[config.mk]
export PLATFORM = sky130hd
export DESIGN_NAME = alu_pipe
export DESIGN_NICKNAME = d
export VERILOG_FILES = /design/src/rtl/alu_pipe_pkg.sv /design/src/rtl/alu_pipe_muldiv.sv /design/src/rtl/alu_pipe.sv
export SDC_FILE = /design/constraint.sdc
export NUM_CORES = 1
export LEC_CHECK = 0
export CAP_MARGIN = 0
export CELL_PAD_IN_SITES_DETAIL_PLACEMENT = 0
export CELL_PAD_IN_SITES_GLOBAL_PLACEMENT = 2
export CORE_MARGIN = 3
export CORE_UTILIZATION = 31
export CTS_BUF_LIST = sky130_fd_sc_hd__clkbuf_2 sky130_fd_sc_hd__clkbuf_4 sky130_fd_sc_hd__clkbuf_8
export DETAILED_ROUTE_END_ITERATION = 7
export GPL_TIMING_DRIVEN = 0
export PLACE_DENSITY = 0.78
export SLEW_MARGIN = 40
export SYNTH_ARGS = -nofsm -noshare
export SYNTH_HDL_FRONTEND = slang
export SYNTH_SLANG_ARGS = --single-unit
[constraint.sdc]
create_clock -name clk -period 1.9 [get_ports clk]
set_input_delay 0.285 -clock clk [delete_from_list [all_inputs] [get_ports clk]]
set_output_delay 0.285 -clock clk [all_outputs]
set_load 0.05 [all_outputs]
[src/rtl/alu_pipe_pkg.sv]
// Shared constants for alu_pipe: RV32 opcode field values, func3 encodings and
// the execute-stage state encoding.
package alu_pipe_pkg;

    // inst[6:2] opcode values
    localparam logic [4:0] OP_R_TYPE = 5'b01100;
    localparam logic [4:0] OP_IMME   = 5'b00100;
    localparam logic [4:0] OP_LOAD   = 5'b00000;
    localparam logic [4:0] OP_STORE  = 5'b01000;
    localparam logic [4:0] OP_JAL    = 5'b11011;
    localparam logic [4:0] OP_JALR   = 5'b11001;
    localparam logic [4:0] OP_BRANCH = 5'b11000;
    localparam logic [4:0] OP_LUI    = 5'b01101;
    localparam logic [4:0] OP_AUIPC  = 5'b00101;

    localparam logic [2:0] F3_ADD  = 3'b000;
    localparam logic [2:0] F3_SLL  = 3'b001;
    localparam logic [2:0] F3_SLT  = 3'b010;
    localparam logic [2:0] F3_SLTU = 3'b011;
    localparam logic [2:0] F3_XOR  = 3'b100;
    localparam logic [2:0] F3_SR   = 3'b101;
    localparam logic [2:0] F3_OR   = 3'b110;
    localparam logic [2:0] F3_AND  = 3'b111;

    localparam logic [2:0] F3_BEQ  = 3'b000;
    localparam logic [2:0] F3_BNE  = 3'b001;
    localparam logic [2:0] F3_BLT  = 3'b100;
    localparam logic [2:0] F3_BGE  = 3'b101;
    localparam logic [2:0] F3_BLTU = 3'b110;
    localparam logic [2:0] F3_BGEU = 3'b111;

    localparam logic [2:0] F3_MUL    = 3'b000;
    localparam logic [2:0] F3_MULH   = 3'b001;
    localparam logic [2:0] F3_MULHSU = 3'b010;
    localparam logic [2:0] F3_MULHU  = 3'b011;
    localparam logic [2:0] F3_DIV    = 3'b100;
    localparam logic [2:0] F3_DIVU   = 3'b101;
    localparam logic [2:0] F3_REM    = 3'b110;
    localparam logic [2:0] F3_REMU   = 3'b111;

    typedef enum logic [1:0] {
        ST_IDLE = 2'd0,
        ST_MUL  = 2'd1,
        ST_DIV  = 2'd2,
        ST_FIN  = 2'd3
    } state_t;

endpackage

[src/rtl/alu_pipe_muldiv.sv]
// Iterative M-extension core: radix-2 shift-add multiply and restoring divide on
// operand magnitudes, one bit per cycle, with sign fix-up applied on the result.
module alu_pipe_muldiv
    import alu_pipe_pkg::*;
#(
    parameter int XLEN = 32
) (
    input  logic            clk,
    input  logic            rst,
    input  logic            flush,
    input  logic            start,
    input  logic [2:0]      func3,
    input  logic [XLEN-1:0] a,
    input  logic [XLEN-1:0] b,
    output logic            special,
    output logic            done,
    output logic [XLEN-1:0] result
);
    localparam int CW = $clog2(XLEN);
    localparam logic [XLEN-1:0] MOST_NEG = {1'b1, {(XLEN-1){1'b0}}};

    logic [XLEN-1:0] hi_reg, lo_reg, dvs_reg, spec_res_reg;
    logic [CW-1:0]   cnt_reg;
    logic [2:0]      f3_reg;
    logic            run_reg, spec_reg, neg_reg, neg_rem_reg;

    logic            is_div, a_signed, b_signed, a_neg, b_neg, div_zero, div_ovf;
    logic [XLEN-1:0] a_mag, b_mag, spec_val;

    always_comb begin
        is_div   = func3[2];
        a_signed = 1'b1;
        b_signed = 1'b1;
        case (func3)
            F3_MULHSU:                   b_signed = 1'b0;
            F3_MULHU, F3_DIVU, F3_REMU: begin
                a_signed = 1'b0;
                b_signed = 1'b0;
            end
            default: ;
        endcase
        a_neg    = a_signed & a[XLEN-1];
        b_neg    = b_signed & b[XLEN-1];
        a_mag    = a_neg ? -a : a;
        b_mag    = b_neg ? -b : b;
        div_zero = is_div && (b == '0);
        div_ovf  = is_div && a_signed && (a == MOST_NEG) && (b == '1);
        special  = div_zero || div_ovf;
        // func3[1] separates REM* from DIV* within the divide group
        if (func3[1]) spec_val = div_zero ? a : '0;
        else          spec_val = div_zero ? '1 : a;
    end

    logic [XLEN:0]   mul_sum, div_shift, div_trial;
    logic [XLEN-1:0] hi_next, lo_next;

    always_comb begin
        mul_sum   = {1'b0, hi_reg} + (lo_reg[0] ? {1'b0, dvs_reg} : '0);
        div_shift = {hi_reg, lo_reg[XLEN-1]};
        div_trial = div_shift - {1'b0, dvs_reg};
        hi_next   = mul_sum[XLEN:1];
        lo_next   = {mul_sum[0], lo_reg[XLEN-1:1]};
        if (f3_reg[2]) begin
            if (!div_trial[XLEN]) begin
                hi_next = div_trial[XLEN-1:0];
                lo_next = {lo_reg[XLEN-2:0], 1'b1};
            end else begin
                hi_next = div_shift[XLEN-1:0];
                lo_next = {lo_reg[XLEN-2:0], 1'b0};
            end
        end
    end

    logic [2*XLEN-1:0] prod;

    always_comb begin
        prod = neg_reg ? -{hi_reg, lo_reg} : {hi_reg, lo_reg};
        if (spec_reg) begin
            result = spec_res_reg;
        end else begin
            case (f3_reg)
                F3_MUL:                        result = prod[XLEN-1:0];
                F3_MULH, F3_MULHSU, F3_MULHU:  result = prod[2*XLEN-1:XLEN];
                F3_DIV, F3_DIVU:               result = neg_reg ? -lo_reg : lo_reg;
                default:                       result = neg_rem_reg ? -hi_reg : hi_reg;
            endcase
        end
    end

    assign done = run_reg && (cnt_reg == CW'(XLEN - 1));

    always_ff @(posedge clk or posedge rst) begin
        if (rst) begin
            hi_reg       <= '0;
            lo_reg       <= '0;
            dvs_reg      <= '0;
            spec_res_reg <= '0;
            cnt_reg      <= '0;
            f3_reg       <= '0;
            run_reg      <= 1'b0;
            spec_reg     <= 1'b0;
            neg_reg      <= 1'b0;
            neg_rem_reg  <= 1'b0;
        end else if (flush) begin
            run_reg <= 1'b0;
            cnt_reg <= '0;
        end else if (start) begin
            f3_reg       <= func3;
            cnt_reg      <= '0;
            spec_reg     <= special;
            spec_res_reg <= spec_val;
            run_reg      <= !special;
            hi_reg       <= '0;
            // lo holds multiplier / dividend, dvs holds multiplicand / divisor
            lo_reg       <= is_div ? a_mag : b_mag;
            dvs_reg      <= is_div ? b_mag : a_mag;
            neg_reg      <= a_neg ^ b_neg;
            neg_rem_reg  <= a_neg;
        end else if (run_reg) begin
            hi_reg  <= hi_next;
            lo_reg  <= lo_next;
            cnt_reg <= cnt_reg + CW'(1);
            if (done) run_reg <= 1'b0;
        end
    end

endmodule

[src/rtl/alu_pipe.sv]
// Handshaked execute-stage ALU with a registered result. Define ALU_PIPE_MULDIV_EN
// to add the iterative M-extension unit; otherwise every op is single cycle.
module alu_pipe
    import alu_pipe_pkg::*;
#(
    parameter int XLEN = 32,
    parameter int SHW  = $clog2(XLEN)
) (
    input  logic            clk,
    input  logic            rst,
    input  logic            in_valid,
    output logic            in_ready,
    input  logic [4:0]      opcode,
    input  logic [2:0]      func3,
    input  logic            func7_b5,
    input  logic            func7_b0,
    input  logic [XLEN-1:0] operand1,
    input  logic [XLEN-1:0] operand2,
    input  logic            flush,
    output logic            out_valid,
    input  logic            out_ready,
    output logic [XLEN-1:0] alu_out,
    output logic            busy
);
    state_t          state_reg;
    logic            accept, is_m;
    logic [XLEN-1:0] base_res;

    assign in_ready = (state_reg == ST_IDLE) && (!out_valid || out_ready) && !flush;
    assign accept   = in_valid && in_ready;

`ifdef ALU_PIPE_MULDIV_EN
    logic            md_special, md_done;
    logic [XLEN-1:0] md_result;

    assign is_m = (opcode == OP_R_TYPE) && func7_b0;
    assign busy = (state_reg == ST_MUL) || (state_reg == ST_DIV);

    alu_pipe_muldiv #(.XLEN(XLEN)) u_muldiv (
        .clk     (clk),
        .rst     (rst),
        .flush   (flush),
        .start   (accept && is_m),
        .func3   (func3),
        .a       (operand1),
        .b       (operand2),
        .special (md_special),
        .done    (md_done),
        .result  (md_result)
    );
`else
    logic unused_func7_b0;
    assign unused_func7_b0 = func7_b0;
    assign is_m = 1'b0;
    assign busy = 1'b0;
`endif

    logic [XLEN-1:0] add_res, sub_res;
    logic [SHW-1:0]  shamt;
    logic            lt_s, lt_u, br_taken;

    always_comb begin
        add_res  = operand1 + operand2;
        sub_res  = operand1 - operand2;
        shamt    = operand2[SHW-1:0];
        lt_s     = $signed(operand1) < $signed(operand2);
        lt_u     = operand1 < operand2;
        br_taken = 1'b0;
        case (func3)
            F3_BEQ:  br_taken = (operand1 == operand2);
            F3_BNE:  br_taken = (operand1 != operand2);
            F3_BLT:  br_taken = lt_s;
            F3_BGE:  br_taken = !lt_s;
            F3_BLTU: br_taken = lt_u;
            F3_BGEU: br_taken = !lt_u;
            default: br_taken = 1'b0;
        endcase

        base_res = '0;
        case (opcode)
            OP_R_TYPE, OP_IMME: begin
                case (func3)
                    // immediate ADDI has no subtract form even when inst[30] is set
                    F3_ADD:  base_res = (opcode == OP_R_TYPE && func7_b5) ? sub_res : add_res;
                    F3_SLL:  base_res = operand1 << shamt;
                    F3_SLT:  base_res = {{(XLEN-1){1'b0}}, lt_s};
                    F3_SLTU: base_res = {{(XLEN-1){1'b0}}, lt_u};
                    F3_XOR:  base_res = operand1 ^ operand2;
                    F3_SR:   base_res = func7_b5 ? $unsigned($signed(operand1) >>> shamt)
                                                 : operand1 >> shamt;
                    F3_OR:   base_res = operand1 | operand2;
                    F3_AND:  base_res = operand1 & operand2;
                    default: base_res = '0;
                endcase
            end
            OP_LOAD, OP_STORE, OP_AUIPC: base_res = add_res;
            OP_JAL, OP_JALR:             base_res = operand1 + XLEN'(4);
            OP_LUI:                      base_res = operand2;
            OP_BRANCH:                   base_res = {{(XLEN-1){1'b0}}, br_taken};
            default:                     base_res = '0;
        endcase
    end

    always_ff @(posedge clk or posedge rst) begin
        if (rst) begin
            state_reg <= ST_IDLE;
            out_valid <= 1'b0;
            alu_out   <= '0;
        end else if (flush) begin
            state_reg <= ST_IDLE;
            out_valid <= 1'b0;
        end else begin
            case (state_reg)
                ST_IDLE: begin
                    if (accept && !is_m) begin
                        alu_out   <= base_res;
                        out_valid <= 1'b1;
                    end else begin
                        if (out_ready) out_valid <= 1'b0;
`ifdef ALU_PIPE_MULDIV_EN
                        // func3[2] separates the divide group from the multiply group
                        if (accept) state_reg <= md_special ? ST_FIN : (func3[2] ? ST_DIV : ST_MUL);
`endif
                    end
                end
`ifdef ALU_PIPE_MULDIV_EN
                ST_MUL, ST_DIV: begin
                    if (md_done) state_reg <= ST_FIN;
                end
                ST_FIN: begin
                    alu_out   <= md_result;
                    out_valid <= 1'b1;
                    state_reg <= ST_IDLE;
                end
`endif
                default: state_reg <= ST_IDLE;
            endcase
        end
    end

endmodule

==> run_results.csv <==
group,metric,value,unit
cells_and_area,post-route-cell-area,0.0173,sq mm
clocking,clk_pin_slew,90,ps
clocking,clk-insertion-delay-late,350,ps
worst_setup_path,crit_path_max_fanout,5,
global_routing,grt_antenna_before_repair,2,
logic_synthesis,synth_edf_count,0,
logic_synthesis,synth_top_flop_cell,"dfrtp_1",
global_routing,grt_max_degree,34,
floorplan,start_util,31.5,%
worst_setup_path,r2r_start,"out_valid",
worst_setup_path,worstReg2RegEnd,"alu_out[22]",
detailed_routing,drc,0,
cells_and_area,fin_util,47.1,%
worst_setup_path,critPathMaxStageDelay,370,ps
cells_and_area,final_nets,2069,
sta,fmax,326,MHz
sta,skew,9.30,ps
logic_synthesis,netlist_area,0.0115,sq mm
power_and_ir_drop,pwr_density_cell,397,mW/mm^2
cells_and_area,n_antenna_cell,0,
power_and_ir_drop,comb_power_share,78.8,%
outcome,violations,"setup timing",
power_and_ir_drop,pwr-share-seq,11.3,%
place,dpl_cell_area,0.0138,sq mm
worst_setup_path,crit_slowest_cell,"or3_4",
logic_synthesis,synth.distinct_cells,83,
global_routing,grt.total_usage,38.9,%
floorplan,io_pins,114,
sta,finalSetupViolCount,32,
place,place_congestion,1.02,
sta,layout_setup_ws,-1170,ps
floorplan,die_x,199,um
cells_and_area,n_fill_cell,3756,
global_routing,overflow,0,
cells_and_area,layout-drive-gt1-share,36.2,%
worst_setup_path,r2r_cells,8,
power_and_ir_drop,power.net_switching,3.68,mW
outcome,status,"complete, but fails checks",
clocking,cts_buffer_depth,2,
run,drv_cap,0,
sta,hold_viol,0,
logic_synthesis,netlist_instances,1626,
detailed_routing,wl_per_cell,33.7,um
logic_synthesis,yosysWarnings,0,
clocking,htree_levels,2,
power_and_ir_drop,p_leak,6.75,nW
detailed_routing,vias,15700,
sta,min_period,3070,ps
clocking,numCtsBuffers,5,
worst_setup_path,critPathBufInv,5,
place,post-place-ws,-3020,ps
global_routing,grt_pass1_wl,111000,um
power_and_ir_drop,irDropWorstVdd,0.000229,V
power_and_ir_drop,p_clk_share,9.9,%
worst_setup_path,cp_top_family,"compound AO/OA/AOI/OAI gates",
worst_setup_path,path_cells,"buf_8 > clkbuf_16 > clkinvlp_4 > clkbuf_16 > ha_4 > clkinvlp_4 > o211ai_1 > a21oi_2 > or3_4 > o2111ai_4 > a21oi_4 > or3_4 > a211o_1 > xnor2_1 > o311ai_1",
worst_setup_path,cp.arrival,3320,ps
place,io_buffers,109,
power_and_ir_drop,total_power,6.85,mW
sta,maxSlewViolCount,0,
cells_and_area,area_growth,49.5,%
logic_synthesis,ys_seq_elements,33,
worst_setup_path,critPathKind,"input port to flop",
power_and_ir_drop,power.internal,3.17,mW
sta,tightest_slew,907,ps
logic_synthesis,yosysSeqAreaShare,7.16,%
clocking,ctsHoldBuffers,0,
sta,relSlewSlack,39.4,%
sta,tns,-27540,ps
clocking,cts_sinks,33,
worst_setup_path,worstPathRequired,2150,ps
floorplan,rows,70,
detailed_routing,drtIter0Drc,2033,
detailed_routing,vias_per_cell,6.65,
floorplan,die_height,199,um
power_and_ir_drop,swShare,53.7,%
sta,rsz0062_at_grt,"true",
place,dp_hpwl,60000,um
logic_synthesis,syn_nets,1805,
floorplan,dieArea,0.0396,sq mm
logic_synthesis,synthArstFlopShare,100,%
worst_setup_path,cp-end-kind,"flop",
worst_setup_path,timing.critical_path.from_type,"input port",
clocking,cts-root-buf,"clkbuf_8",
global_routing,grt_pass1_vias,15200,
clocking,cts_tree,"done",
sta,period_share,162,%
detailed_routing,routed_wl,79500,um
logic_synthesis,avgSynthCellArea,7.10,sq um
floorplan,coreArea,0.0366,sq mm
min_path,worstHoldPathType,"input port to async pin",
detailed_routing,first_pass_iters,6,
detailed_routing,ant_nets,0,
worst_setup_path,reg2reg_slack,-540,ps
[placed cells by master, fill, tap and decap left out, types with 17 or more instances in the layout]
cell type,synthesis,routed
o21ai_1,8,24
dfrtp_1,33,32
a222oi_1,18,18
buf_2,20,22
nand2_1,132,119
nor3_1,36,23
nand3_1,28,25
clkbuf_8,0,20
a21oi_2,2,35
clkdlybuf4s50_1,0,53
o21ai_2,1,22
clkbuf_1,102,18
buf_6,0,37
inv_1,99,77
a21oi_1,151,104
o21ai_0,140,96
ha_4,0,17
clkbuf_2,1,29
buf_4,10,141
nor2_1,202,177
ha_1,98,79
clkbuf_4,0,20
mux2i_1,48,35
o211ai_1,26,26
mux4_2,57,57
a221oi_1,36,22
xnor2_1,72,67
[through the flow]
stage	hold slack, ps	std cells
final	340	2359
after detailed placement	473	2204
after floorplan	348	1626
after CTS	344	2316
after global routing	381	2359
after global placement	464	2203
[power groups by stage]
| stage | Combinational [mW] | Sequential (mW) | Clock, mW |
|---|---|---|---|
| after CTS | 4.91 | 0.773 | 0.703 |
| after global routing | 5.58 | 0.779 | 0.716 |
| after floorplan | 2.42 | 0.942 | 0 |
| after global placement | 4.12 | 0.787 | 0 |
| after detailed placement | 4.09 | 0.786 | 0 |
| final | 5.40 | 0.774 | 0.676 |
[state kept, by name (all words and copies together), names as in the netlist]
| register | flops |
|---|---|
| alu_out | 32 |
| out_valid | 1 |
[worst register-to-register path: cells and delay by family, from the launching register on]
family / cells / cell delay (ps)
buffers and inverters: 1 / 370
AOI/OAI and AO/OA: 3 / 680
and+or+nand+nor: 4 / 920
DFF: 1 / 400
[kinds of logic (layout without fill, tap and decap cells)]
kind of cell               after synthesis  after routing  synth area share [%]
AOI/OAI and AO/OA                      563            563                  32.3
xor gates and xnor gates                80             80                  6.07
adders and majority gates              100            100                  11.0
buffers and inverters                  248            513                  8.62
DFF                                     33             33                  7.16
muxes                                  108            108                  15.6
other                                    1              1                0.0325
and+or+nand+nor                        493            493                  19.2
[worst max path at each step]
stage               slack [ps]     endpoint        start  depth (start not counted)
floorplan                -1270  alu_out[26]  operand2[1]                         14
global placement         -3500  alu_out[18]  operand2[2]                         10
detailed placement       -3020  alu_out[18]  operand2[2]                         10
CTS                      -1180  alu_out[29]  operand2[4]                         15
global route             -1230  alu_out[26]  operand2[4]                         15
finish                   -1170  alu_out[26]  operand2[4]                         15
[Yosys cell counts, types with 7 or more instances]
cell	count	area share, %
a211o_1	9	0.68
a211oi_1	21	1.4
a21o_1	9	0.59
a21oi_1	151	6.5
a221o_1	11	0.95
a221oi_1	36	2.7
a222oi_1	18	1.6
a22oi_1	16	1.0
a31oi_1	17	0.92
and2_1	10	0.54
buf_1	9	0.29
buf_2	20	0.87
buf_4	10	0.65
clkbuf_1	102	3.3
dfrtp_1	33	7.2
ha_1	98	11
inv_1	99	3.2
mux2i_1	48	4.2
mux4_2	57	11
nand2_1	132	4.3
nand3_1	28	1.2
nand4_1	13	0.70
nor2_1	202	6.6
nor2b_1	8	0.43
nor3_1	36	1.6
nor4_1	12	0.65
o211ai_1	26	1.7
o21ai_0	140	6.1
o21ai_1	8	0.35
o21bai_1	15	0.98
o221ai_1	17	1.3
o22ai_1	9	0.49
o31ai_1	7	0.46
or3_1	14	0.76
xnor2_1	72	5.5
xor2_1	8	0.61
[per-layer routing]
metal | vias to the layer above | global-route usage, % | share of wire [%]
li1 | 6569 | - | -
met1 | 7801 | 51.9 | 40
met2 | 1055 | 58.5 | 42
met3 | 253 | 9.03 | 11
met4 | 0 | 20.7 | 6.6
met5 | - | 0 | 0
[cell type report]
cell class	count	area, sq um	area share (%)
Buffer	136	1380	8.01
Sequential cell	33	827	4.79
Tap cell	468	586	3.39
Timing Repair Buffer	263	2320	13.4
Clock buffer	8	91.3	0.529
Inverter	106	495	2.87
Multi-Input combinational cell	1345	11600	67.0
[timing repair]
item,in CTS,in global routing
buffers inserted,109,46
pin swaps,105,95
cloned,0,0
endpoints found under the setup margin,33,34
gates resized for setup,638,154
No activity file was read; power rests on OpenSTA's default activity.
